[src/rtl/invader_formation_ctrl.sv]
// Invader formation scheduler: steps the formation sideways once every `period`
// frames, and at a screen edge it drops one row and reverses direction.
module invader_formation_ctrl #(
    parameter int SCREEN_CORDW    = 16,
    parameter int H_RES           = 640,
    parameter int FORM_W          = 352,
    parameter int START_X         = 32,
    parameter int START_Y         = 40,
    parameter int STEP_X          = 8,
    parameter int STEP_Y          = 16,
    parameter int FRAMES_PER_STEP = 30,
    parameter int MIN_PERIOD      = 4,
    parameter int FLOOR_Y         = 400
) (
    input  logic                    i_clk_pix,
    input  logic                    i_rst,
    input  logic                    i_frame,
    input  logic                    i_en,
    input  logic                    i_speedup,
    input  logic                    i_restart,
    output logic [SCREEN_CORDW-1:0] o_form_x,
    output logic [SCREEN_CORDW-1:0] o_form_y,
    output logic                    o_dir,
    output logic                    o_step,
    output logic                    o_landed
);

    localparam int PW = $clog2(FRAMES_PER_STEP + 1);
    localparam int EW = SCREEN_CORDW + 1;

    localparam logic [SCREEN_CORDW-1:0] START_X_C = SCREEN_CORDW'(START_X);
    localparam logic [SCREEN_CORDW-1:0] START_Y_C = SCREEN_CORDW'(START_Y);
    localparam logic [SCREEN_CORDW-1:0] STEP_X_C  = SCREEN_CORDW'(STEP_X);
    localparam logic [SCREEN_CORDW-1:0] STEP_Y_C  = SCREEN_CORDW'(STEP_Y);
    localparam logic [EW-1:0]           RIGHT_SPAN = EW'(STEP_X + FORM_W);
    localparam logic [EW-1:0]           H_RES_E    = EW'(H_RES);
    localparam logic [EW-1:0]           STEP_X_E   = EW'(STEP_X);
    localparam logic [EW-1:0]           STEP_Y_E   = EW'(STEP_Y);
    localparam logic [EW-1:0]           FLOOR_E    = EW'(FLOOR_Y);
    localparam logic [PW-1:0]           PERIOD_INIT = PW'(FRAMES_PER_STEP);
    localparam logic [PW-1:0]           PERIOD_MIN  = PW'(MIN_PERIOD);

    typedef enum logic [2:0] {
        S_WAIT,
        S_EVAL,
        S_MOVE,
        S_DROP,
        S_LANDED
    } state_t;

    state_t                  r_state;
    logic [PW-1:0]           r_fcnt;
    logic [PW-1:0]           r_period;
    logic [SCREEN_CORDW-1:0] r_form_x;
    logic [SCREEN_CORDW-1:0] r_form_y;
    logic                    r_dir;
    logic                    r_step;
    logic                    r_landed;

    state_t                  w_state_nxt;
    logic [PW-1:0]           w_fcnt_nxt;
    logic [PW-1:0]           w_period_nxt;
    logic [SCREEN_CORDW-1:0] w_form_x_nxt;
    logic [SCREEN_CORDW-1:0] w_form_y_nxt;
    logic                    w_dir_nxt;
    logic                    w_step_nxt;
    logic                    w_landed_nxt;

    // Edge tests use one extra bit so the sums cannot wrap.
    logic [EW-1:0] w_right_sum;
    logic [EW-1:0] w_drop_sum;
    logic [PW-1:0] w_period_m1;

    assign w_right_sum = {1'b0, r_form_x} + RIGHT_SPAN;
    assign w_drop_sum  = {1'b0, r_form_y} + STEP_Y_E;
    assign w_period_m1 = r_period - PW'(1);

    always_ff @(posedge i_clk_pix or posedge i_rst) begin
        if (i_rst) begin
            r_state  <= S_WAIT;
            r_fcnt   <= '0;
            r_period <= PERIOD_INIT;
            r_form_x <= START_X_C;
            r_form_y <= START_Y_C;
            r_dir    <= 1'b1;
            r_step   <= 1'b0;
            r_landed <= 1'b0;
        end else begin
            r_state  <= w_state_nxt;
            r_fcnt   <= w_fcnt_nxt;
            r_period <= w_period_nxt;
            r_form_x <= w_form_x_nxt;
            r_form_y <= w_form_y_nxt;
            r_dir    <= w_dir_nxt;
            r_step   <= w_step_nxt;
            r_landed <= w_landed_nxt;
        end
    end

    always_comb begin
        w_state_nxt  = r_state;
        w_fcnt_nxt   = r_fcnt;
        w_period_nxt = r_period;
        w_form_x_nxt = r_form_x;
        w_form_y_nxt = r_form_y;
        w_dir_nxt    = r_dir;
        w_step_nxt   = 1'b0;
        w_landed_nxt = r_landed;

        // The frame compare below sees the old period; the decrement lands next cycle.
        if (i_speedup && (r_period > PERIOD_MIN)) begin
            w_period_nxt = w_period_m1;
        end

        case (r_state)
            S_WAIT: begin
                if (i_frame && i_en) begin
                    if (r_fcnt == w_period_m1) begin
                        w_fcnt_nxt  = '0;
                        w_state_nxt = S_EVAL;
                    end else begin
                        w_fcnt_nxt = r_fcnt + PW'(1);
                    end
                end
            end
            S_EVAL: begin
                if (r_dir && (w_right_sum > H_RES_E)) begin
                    w_state_nxt = S_DROP;
                end else if (!r_dir && ({1'b0, r_form_x} < STEP_X_E)) begin
                    w_state_nxt = S_DROP;
                end else begin
                    w_state_nxt = S_MOVE;
                end
            end
            S_MOVE: begin
                w_form_x_nxt = r_dir ? (r_form_x + STEP_X_C) : (r_form_x - STEP_X_C);
                w_step_nxt   = 1'b1;
                w_state_nxt  = S_WAIT;
            end
            S_DROP: begin
                w_form_y_nxt = r_form_y + STEP_Y_C;
                w_dir_nxt    = ~r_dir;
                w_step_nxt   = 1'b1;
                if (w_drop_sum >= FLOOR_E) begin
                    w_landed_nxt = 1'b1;
                    w_state_nxt  = S_LANDED;
                end else begin
                    w_state_nxt = S_WAIT;
                end
            end
            S_LANDED: begin
                w_state_nxt = S_LANDED;
            end
            default: begin
                w_state_nxt = S_WAIT;
            end
        endcase

        // Restart overrides everything, whatever state the sequence is in.
        if (i_restart) begin
            w_state_nxt  = S_WAIT;
            w_fcnt_nxt   = '0;
            w_period_nxt = PERIOD_INIT;
            w_form_x_nxt = START_X_C;
            w_form_y_nxt = START_Y_C;
            w_dir_nxt    = 1'b1;
            w_step_nxt   = 1'b0;
            w_landed_nxt = 1'b0;
        end
    end

    assign o_form_x = r_form_x;
    assign o_form_y = r_form_y;
    assign o_dir    = r_dir;
    assign o_step   = r_step;
    assign o_landed = r_landed;

endmodule

[config.mk]
export PLATFORM = sky130hd
export DESIGN_NAME = invader_formation_ctrl
export DESIGN_NICKNAME = d
export VERILOG_FILES = /design/src/rtl/invader_formation_ctrl.sv
export SDC_FILE = /design/constraint.sdc
export NUM_CORES = 1
export LEC_CHECK = 0
export ABC_AREA = 1
export ABC_CLOCK_PERIOD_IN_PS = 1600
export CORE_ASPECT_RATIO = 0.7
export CORE_MARGIN = 3
export CORE_UTILIZATION = 45
export CTS_CLUSTER_DIAMETER = 100
export CTS_CLUSTER_SIZE = 40
export DETAILED_ROUTE_END_ITERATION = 16
export GPL_TIMING_DRIVEN = 0
export MAX_ROUTING_LAYER = met4
export PLACE_DENSITY_LB_ADDON = 0.1
export SLEW_MARGIN = 20
export SYNTH_ARGS = -nofsm -noshare
export SYNTH_HDL_FRONTEND = slang
export SYNTH_SLANG_ARGS = --single-unit
[constraint.sdc]
create_clock -name i_clk_pix -period 1.6 [get_ports i_clk_pix]
set_clock_uncertainty 0.05 [all_clocks]
set_input_delay 0.48 -clock i_clk_pix [delete_from_list [all_inputs] [get_ports i_clk_pix]]
set_output_delay 0.48 -clock i_clk_pix [all_outputs]
set_load 0.1 [all_outputs]
; ---- After elaboration in Yosys (flattened, before gate mapping)
; Index checks and enable logic that the tools add are counted.
[totals]
regBits = 48
latch_bits = 0
ram_bits = 0
rom_bits = 0
inputBits = 6
output_inout_bits = 35
word_cells = 68
memories = 0
[op_classes]
n_addsub = 7
n_mul = 0
div = 0
order_cmp = 4
eq_ne = 7
n_shift = 0
n_mux = 25
n_bitwise = 1
n_reduce_logical = 16
[ops]
columns = op, n
row1 = 16-bit two-way mux, 5
row2 = 5-bit two-way mux, 6
row3 = "16-bit by 5-bit adder with 17-bit output, second input constant", 1
row4 = "16-bit by 9-bit adder with 17-bit output, second input constant", 1
row5 = "17-bit by 9-bit greater-or-equal comparator with 1-bit output, second input constant", 1
row6 = "17-bit by 10-bit > comparator with 1-bit output, second input constant", 1
row7 = "16-bit by 4-bit adder with 16-bit output, second input constant", 1
row8 = "16-bit by 5-bit adder with 16-bit output, second input constant", 1
row9 = "16-bit by 4-bit < comparator with 1-bit output, second input constant", 1
row10 = "16-bit by 4-bit subtractor with 16-bit output, second input constant", 1
row11 = 3-bit two-way mux, 4
row12 = 3-bit one-hot mux with 4 select lines, 1
row13 = 2-bit nonzero test, 6
row14 = 1-bit two-way mux, 9
row15 = "3-bit by 2-bit equality test with 1-bit output, second input constant", 2
row16 = "3-bit inequality test, second input constant", 2
row17 = 2-bit AND reduction, 3
row18 = "5-bit by 1-bit adder with 5-bit output, second input constant", 1
row19 = 5-bit equality test, 1
row20 = "5-bit by 3-bit > comparator with 1-bit output, second input constant", 1
row21 = "5-bit by 1-bit subtractor with 5-bit output, second input constant", 1
row22 = 1-bit logical AND, 4
row23 = "3-bit by 1-bit equality test with 1-bit output, second input constant", 1
row24 = "3-bit equality test, second input constant", 1
row25 = 4 further kinds, 4

; ---- Longest topological paths before layout
; Gate-level depths: netlist (run 1).
[logic_depth]
word_depth = 6
ltp_mapped = 13
mapped_depth_nobuf = 13

; ---- Worst setup path before layout (run 1)
; OpenSTA, ideal clock, no wires.
[synth_timing]
kind = register to register
startpoint = register r_form_y[4], in the netlist o_form_y[4]
endpoint = register r_landed, in the netlist o_landed
setup_time_ns = 0.136
t_arrival_ns = 2.225
required_ns = 1.414
path_slack_ns = -0.812
path_stages_with_launch = 10
path_buffers = 0
synth_period_minus_slack_ns = 2.412
cell_sequence = dfrtp_1 > ha_1 > nand3_1 > nor3_2 > xor2_1 > nand2_1 > nor2_1 > nand3b_1 > nand2_1 > a21oi_1
[synth_between]
elab_chain_cells = 4
[synth_rtl]
columns = element, line
row1 = from (decl), 55  ; logic [SCREEN_CORDW-1:0] r_form_y;
row2 = from (signal assigned), 93  ; r_form_y <= w_form_y_nxt;
row3 = 16-bit by 5-bit adder with 17-bit output, 75  ; assign w_drop_sum = {1'b0, r_form_y} + STEP_Y_E;
row4 = 17-bit by 9-bit greater-or-equal comparator with 1-bit output, 144  ; if (w_drop_sum >= FLOOR_E) begin
row5 = 2-bit nonzero test (no line), n/a
row6 = 2-bit AND reduction (no line), n/a
row7 = to (signal assigned), 96  ; r_landed <= w_landed_nxt;
row8 = to (decl), 58  ; logic r_landed;
; Every way passes these cells.
; A chain may end at the register's enable or synchronous reset.

; ---- Final worst setup path (run 1)
[layout_timing]
startpoint = register r_form_x[5], in the netlist o_form_x[5]
endpoint = register r_form_x[15], in the netlist o_form_x[15]
[layout_between]
elab_chain_cells = 4
word_cells_on_any_way = 5
cone_classes = 2 x add/sub / 3 x mux
[layout_rtl]
columns = element, line
row1 = from (decl), 54  ; logic [SCREEN_CORDW-1:0] r_form_x;
row2 = from (signal assigned), 92  ; r_form_x <= w_form_x_nxt;
row3 = 16-bit by 4-bit subtractor with 16-bit output or 16-bit by 4-bit adder with 16-bit output (tied branches), 136  ; w_form_x_nxt = r_dir ? (r_form_x + STEP_X_C) : (r_form_x - STEP_X_C);
row4 = 16-bit two-way mux (*), 136
row5 = 16-bit two-way mux (*), 115  ; case (r_state)
row6 = 16-bit two-way mux (*), 160  ; if (i_restart) begin
; Every way passes the cells marked *; elsewhere a longest branch is shown, timed or not. The select of a mux whose other input is x is not followed.

==> results of run 1 <==
==> cell type report <==
cell class / instances / area share
clock inverter: 1 / 0.00119
buffer: 13 / 0.0237
tap: 75 / 0.0222
multi-input combinational: 308 / 0.455
inverter: 60 / 0.0581
timing repair buffer: 61 / 0.155
clock buffer: 7 / 0.0205
sequential: 42 / 0.264
==> power groups by stage <==
stage | logic, uW | registers [uW] | clock network, uW
after detailed placement | 335 | 1130 | 0
after global placement | 324 | 1130 | 0
after global routing | 459 | 1120 | 774
after floorplan | 244 | 1150 | 0
final | 423 | 1110 | 725
after CTS | 377 | 1110 | 741
==> sequential cells by signal (all words and copies together), names as in the netlist <==
name and count:
o_form_x 13, o_form_y 13, r_fcnt 5, r_period 5, r_state 3, o_dir 1
o_landed 1, o_step 1
==> final timing paths <==
check / from / to / slack [ns]
max in group asynchronous: i_rst / r_period[2]$_DFFE_PP1P_ / 0.61
worst min register to register: o_form_y[3]$_DFFE_PP1P_ / o_form_y[3]$_DFFE_PP1P_ / 0.49
worst max-delay path: o_form_x[5]$_DFFE_PP1N_ / o_form_x[15]$_DFFE_PP0N_ / -0.31
min in group i_clk_pix: o_form_y[3]$_DFFE_PP1P_ / o_form_y[3]$_DFFE_PP1P_ / 0.49
worst min-delay path: i_rst / o_form_x[4]$_DFFE_PP0N_ / 0.37
worst max register to register: o_form_x[5]$_DFFE_PP1N_ / o_form_x[15]$_DFFE_PP0N_ / -0.31
==> metal layers <==
metal  wire (um)  track usage  vias to the layer above
met1        4080        0.332                     1467
met5           0            -                        -
met2        3820        0.332                       83
met4         127       0.0582                        0
li1            -            -                     1500
met3         408       0.0351                       13
==> logic make-up after synthesis <==
kind of cell	after synthesis	share of synthesized area
xor+xnor	17	0.0506
fa+ha+maj	7	0.0297
other cells	1	0.00127
simple gates	215	0.332
buf+inv	73	0.102
flops	42	0.360
compound gates	63	0.124
==> cells in the final DEF (no fill, tap or decap), types with 3 or more instances in the layout <==
master,count
sky130_fd_sc_hd__nand2_1,95
sky130_fd_sc_hd__inv_1,42
sky130_fd_sc_hd__buf_4,36
sky130_fd_sc_hd__nand3_1,35
sky130_fd_sc_hd__nor2_1,29
sky130_fd_sc_hd__buf_6,17
sky130_fd_sc_hd__a21oi_1,15
sky130_fd_sc_hd__dfrtp_2,15
sky130_fd_sc_hd__o21ai_1,13
sky130_fd_sc_hd__dfrtp_1,13
sky130_fd_sc_hd__inv_2,11
sky130_fd_sc_hd__xor2_1,11
sky130_fd_sc_hd__o22ai_1,9
sky130_fd_sc_hd__nand4_1,9
sky130_fd_sc_hd__buf_12,9
sky130_fd_sc_hd__o21ai_0,8
sky130_fd_sc_hd__nand2_2,8
sky130_fd_sc_hd__nand3_2,7
sky130_fd_sc_hd__clkbuf_8,7
sky130_fd_sc_hd__nor3_1,6
sky130_fd_sc_hd__nor2_2,6
sky130_fd_sc_hd__a21oi_2,6
sky130_fd_sc_hd__ha_4,6
sky130_fd_sc_hd__conb_1,6
sky130_fd_sc_hd__dfrtp_4,6
sky130_fd_sc_hd__inv_4,5
sky130_fd_sc_hd__o21ai_2,5
sky130_fd_sc_hd__clkdlybuf4s50_1,5
sky130_fd_sc_hd__dfstp_2,5
sky130_fd_sc_hd__nor3_4,4
sky130_fd_sc_hd__nor2_4,4
sky130_fd_sc_hd__xor2_2,3
sky130_fd_sc_hd__nand2_4,3
sky130_fd_sc_hd__nor3_2,3
sky130_fd_sc_hd__dfstp_4,3
==> worst max-delay path, delay by kind of cell, from the launching register on <==
| kind | cells | cell delay (ns) |
|---|---|---|
| compound gates | 2 | 0.24 |
| buf+inv | 1 | 0.06 |
| flops | 1 | 0.69 |
| simple gates | 6 | 0.76 |
==> per-stage QoR <==
| step | instance area, um2 | utilization | power, uW |
|---|---|---|---|
| floorplan | 3140 | - | 1390 |
| global placement | 3580 | 0.595 | 1450 |
| detailed placement | 3600 | 0.598 | 1470 |
| CTS | 3910 | 0.651 | 2230 |
| global route | 4220 | 0.702 | 2350 |
| finish | 4220 | 0.702 | 2260 |
==> timing repair <==
action,CTS,global route
setup endpoints to repair,68,51
pin swaps,16,28
resized for setup,229,53
setup buffers,12,16
==> impl_metrics.tcl, run 1 <==
set metrics [dict create \
    outcome "complete, but fails checks" \
    violations_in_the_final_reports "negative setup slack" \
    type_of_origin_of_the_critical_path "register" \
    totalWireLength_mm 8.43 \
    critical-path-top-cell-by-count "sky130_fd_sc_hd__nor3_4" \
    setup_ws_ns -0.305 \
    fp.dieW_um 103 \
    place.port_buffers 34 \
    power_per_cell_area_mw_per_mm2 536 \
    syn_inst 418 \
    tritoncts "done" \
    worstHoldPathType "input port to asynchronous set/reset pin" \
    cp.required_ns 1.74 \
    antenna-diode-count 0 \
    cap_viol_max_count 0 \
    multi_input_area_mm2 0.00192 \
    drt_drc 0 \
    critPathKind "register to register" \
    reg2regPathDepth 9 \
    power_leakage_uw 0.00186 \
    timing.critical_path.to_type "register" \
    synth.avg_cell_area_um2 7.05 \
    route.detailed.vias_per_inst 5.40 \
    initial_antenna_violation_count 0 \
    die_area_mm2 0.00757 \
    ys_seq_elements 42 \
    max_stage_delay_ns 0.69 \
    fmax_ghz 0.525 \
    cts.root.buffer_cell "sky130_fd_sc_hd__clkbuf_8" \
    ir_worst_vdd_v 0.000308 \
    final_layout_size_suffix_gt1_frac 0.380 \
    combPwrFrac 0.187 \
    clock_path_buffers 2 \
    design.core.area_mm2 0.00601 \
    totalNegativeSetupSlack_ns -4.68 \
    first_pass_grt_wire_length_mm 13.1 \
    total_number_of_vias 3063 \
    seq_area_frac_synth 0.360 \
    crit_path_cell_trace "nand2_4 -> nor2_4 -> inv_2 -> nor3_4 -> a21oi_2 -> nor3_4 -> nand2_1 -> o21ai_1 -> nor2_1" \
    post_drt_wl_per_cell_um 14.9 \
    critPathMaxFanout 6 \
    dr.pass1.iters 4 \
    post_synth_num_cell_types 38 \
    post_layout_minimum_cycle_time_ns 1.91 \
    clock_power_share 0.320 \
    antenna_left 0 \
    synth-edff-count 0 \
    largest_net_degree_at_the_start_of_global_routing 33 \
    clock_latency_ns 0.30 \
    clkSlewWorstSetupHoldPaths_ns 0.08 \
    slew_viol_final 0 \
    hold_buffers 0 \
    grt_use_total 0.229 \
    core.rowCount 23 \
    global_route_overflow 0 \
    yosysTopAreaCell "sky130_fd_sc_hd__dfrtp_1" \
    die_height_um 73.7 \
    rsz0062_at_grt "true" \
    p_switching_uw 673 \
    initial_core_util 0.490 \
    synth_async_sr_flop_share 1.00 \
    gp_routability_congestion 0.943 \
    detailedPlacementHpwl_mm 5.80 \
    pre_cts_ws_ns -0.747 \
    finalNonFillerCells 567 \
    n_fill_cell 485 \
    netSwitchingFraction 0.298 \
    synthesized_area_mm2 0.00295 \
    critical_path.slowest_cell "sky130_fd_sc_hd__dfstp_4" \
    power_report.internal_total_uw 1590 \
    synth_top_area_frac 0.289 \
    fin_crit_sh 1.19 \
    hold-worst-slack_ns 0.368 \
    number_of_warnings_printed_during_yosys_synthesis 0 \
    sequential_cell_area_mm2 0.00111 \
    yosys.cell_count.top_type "sky130_fd_sc_hd__nand2_1" \
    synth.cells.most_frequent "sky130_fd_sc_hd__nand2_1, sky130_fd_sc_hd__inv_1, sky130_fd_sc_hd__nand3_1" \
    io_pins 41 \
    timing.final.hold_violations 0 \
    arrival_ns 2.04 \
    nets 504 \
    placedCellCount 533 \
    first_global_vias 2712 \
    area_growth_pct 43.3 \
    detail_route.iter0.violations 157 \
    number_of_buffers_inserted_during_clock_tree_synthesis 5 \
    power.share.sequential 0.492 \
    cts-htree-levels 2 \
    synth_top_cells_by_area "sky130_fd_sc_hd__dfrtp_1, sky130_fd_sc_hd__nand2_1, sky130_fd_sc_hd__nand3_1, sky130_fd_sc_hd__dfstp_2, sky130_fd_sc_hd__inv_1" \
    cts.sink_count 42 \
    synth_ff_type "sky130_fd_sc_hd__dfrtp_1" \
    setup_viol_count_final 33 \
]
(Power assumes the default switching activity.)
==> inputs of run 2 (changes only) <==
--- a/config.mk
+++ b/config.mk
@@ -14,6 +14,7 @@
 export CTS_CLUSTER_SIZE = 40
 export DETAILED_ROUTE_END_ITERATION = 16
 export GPL_TIMING_DRIVEN = 0
+export HOLD_SLACK_MARGIN = 0.02
 export MAX_ROUTING_LAYER = met4
 export PLACE_DENSITY_LB_ADDON = 0.1
 export SLEW_MARGIN = 20
==> results of run 2 <==
Final layout, timing and power as in run 1 (identical DEF).
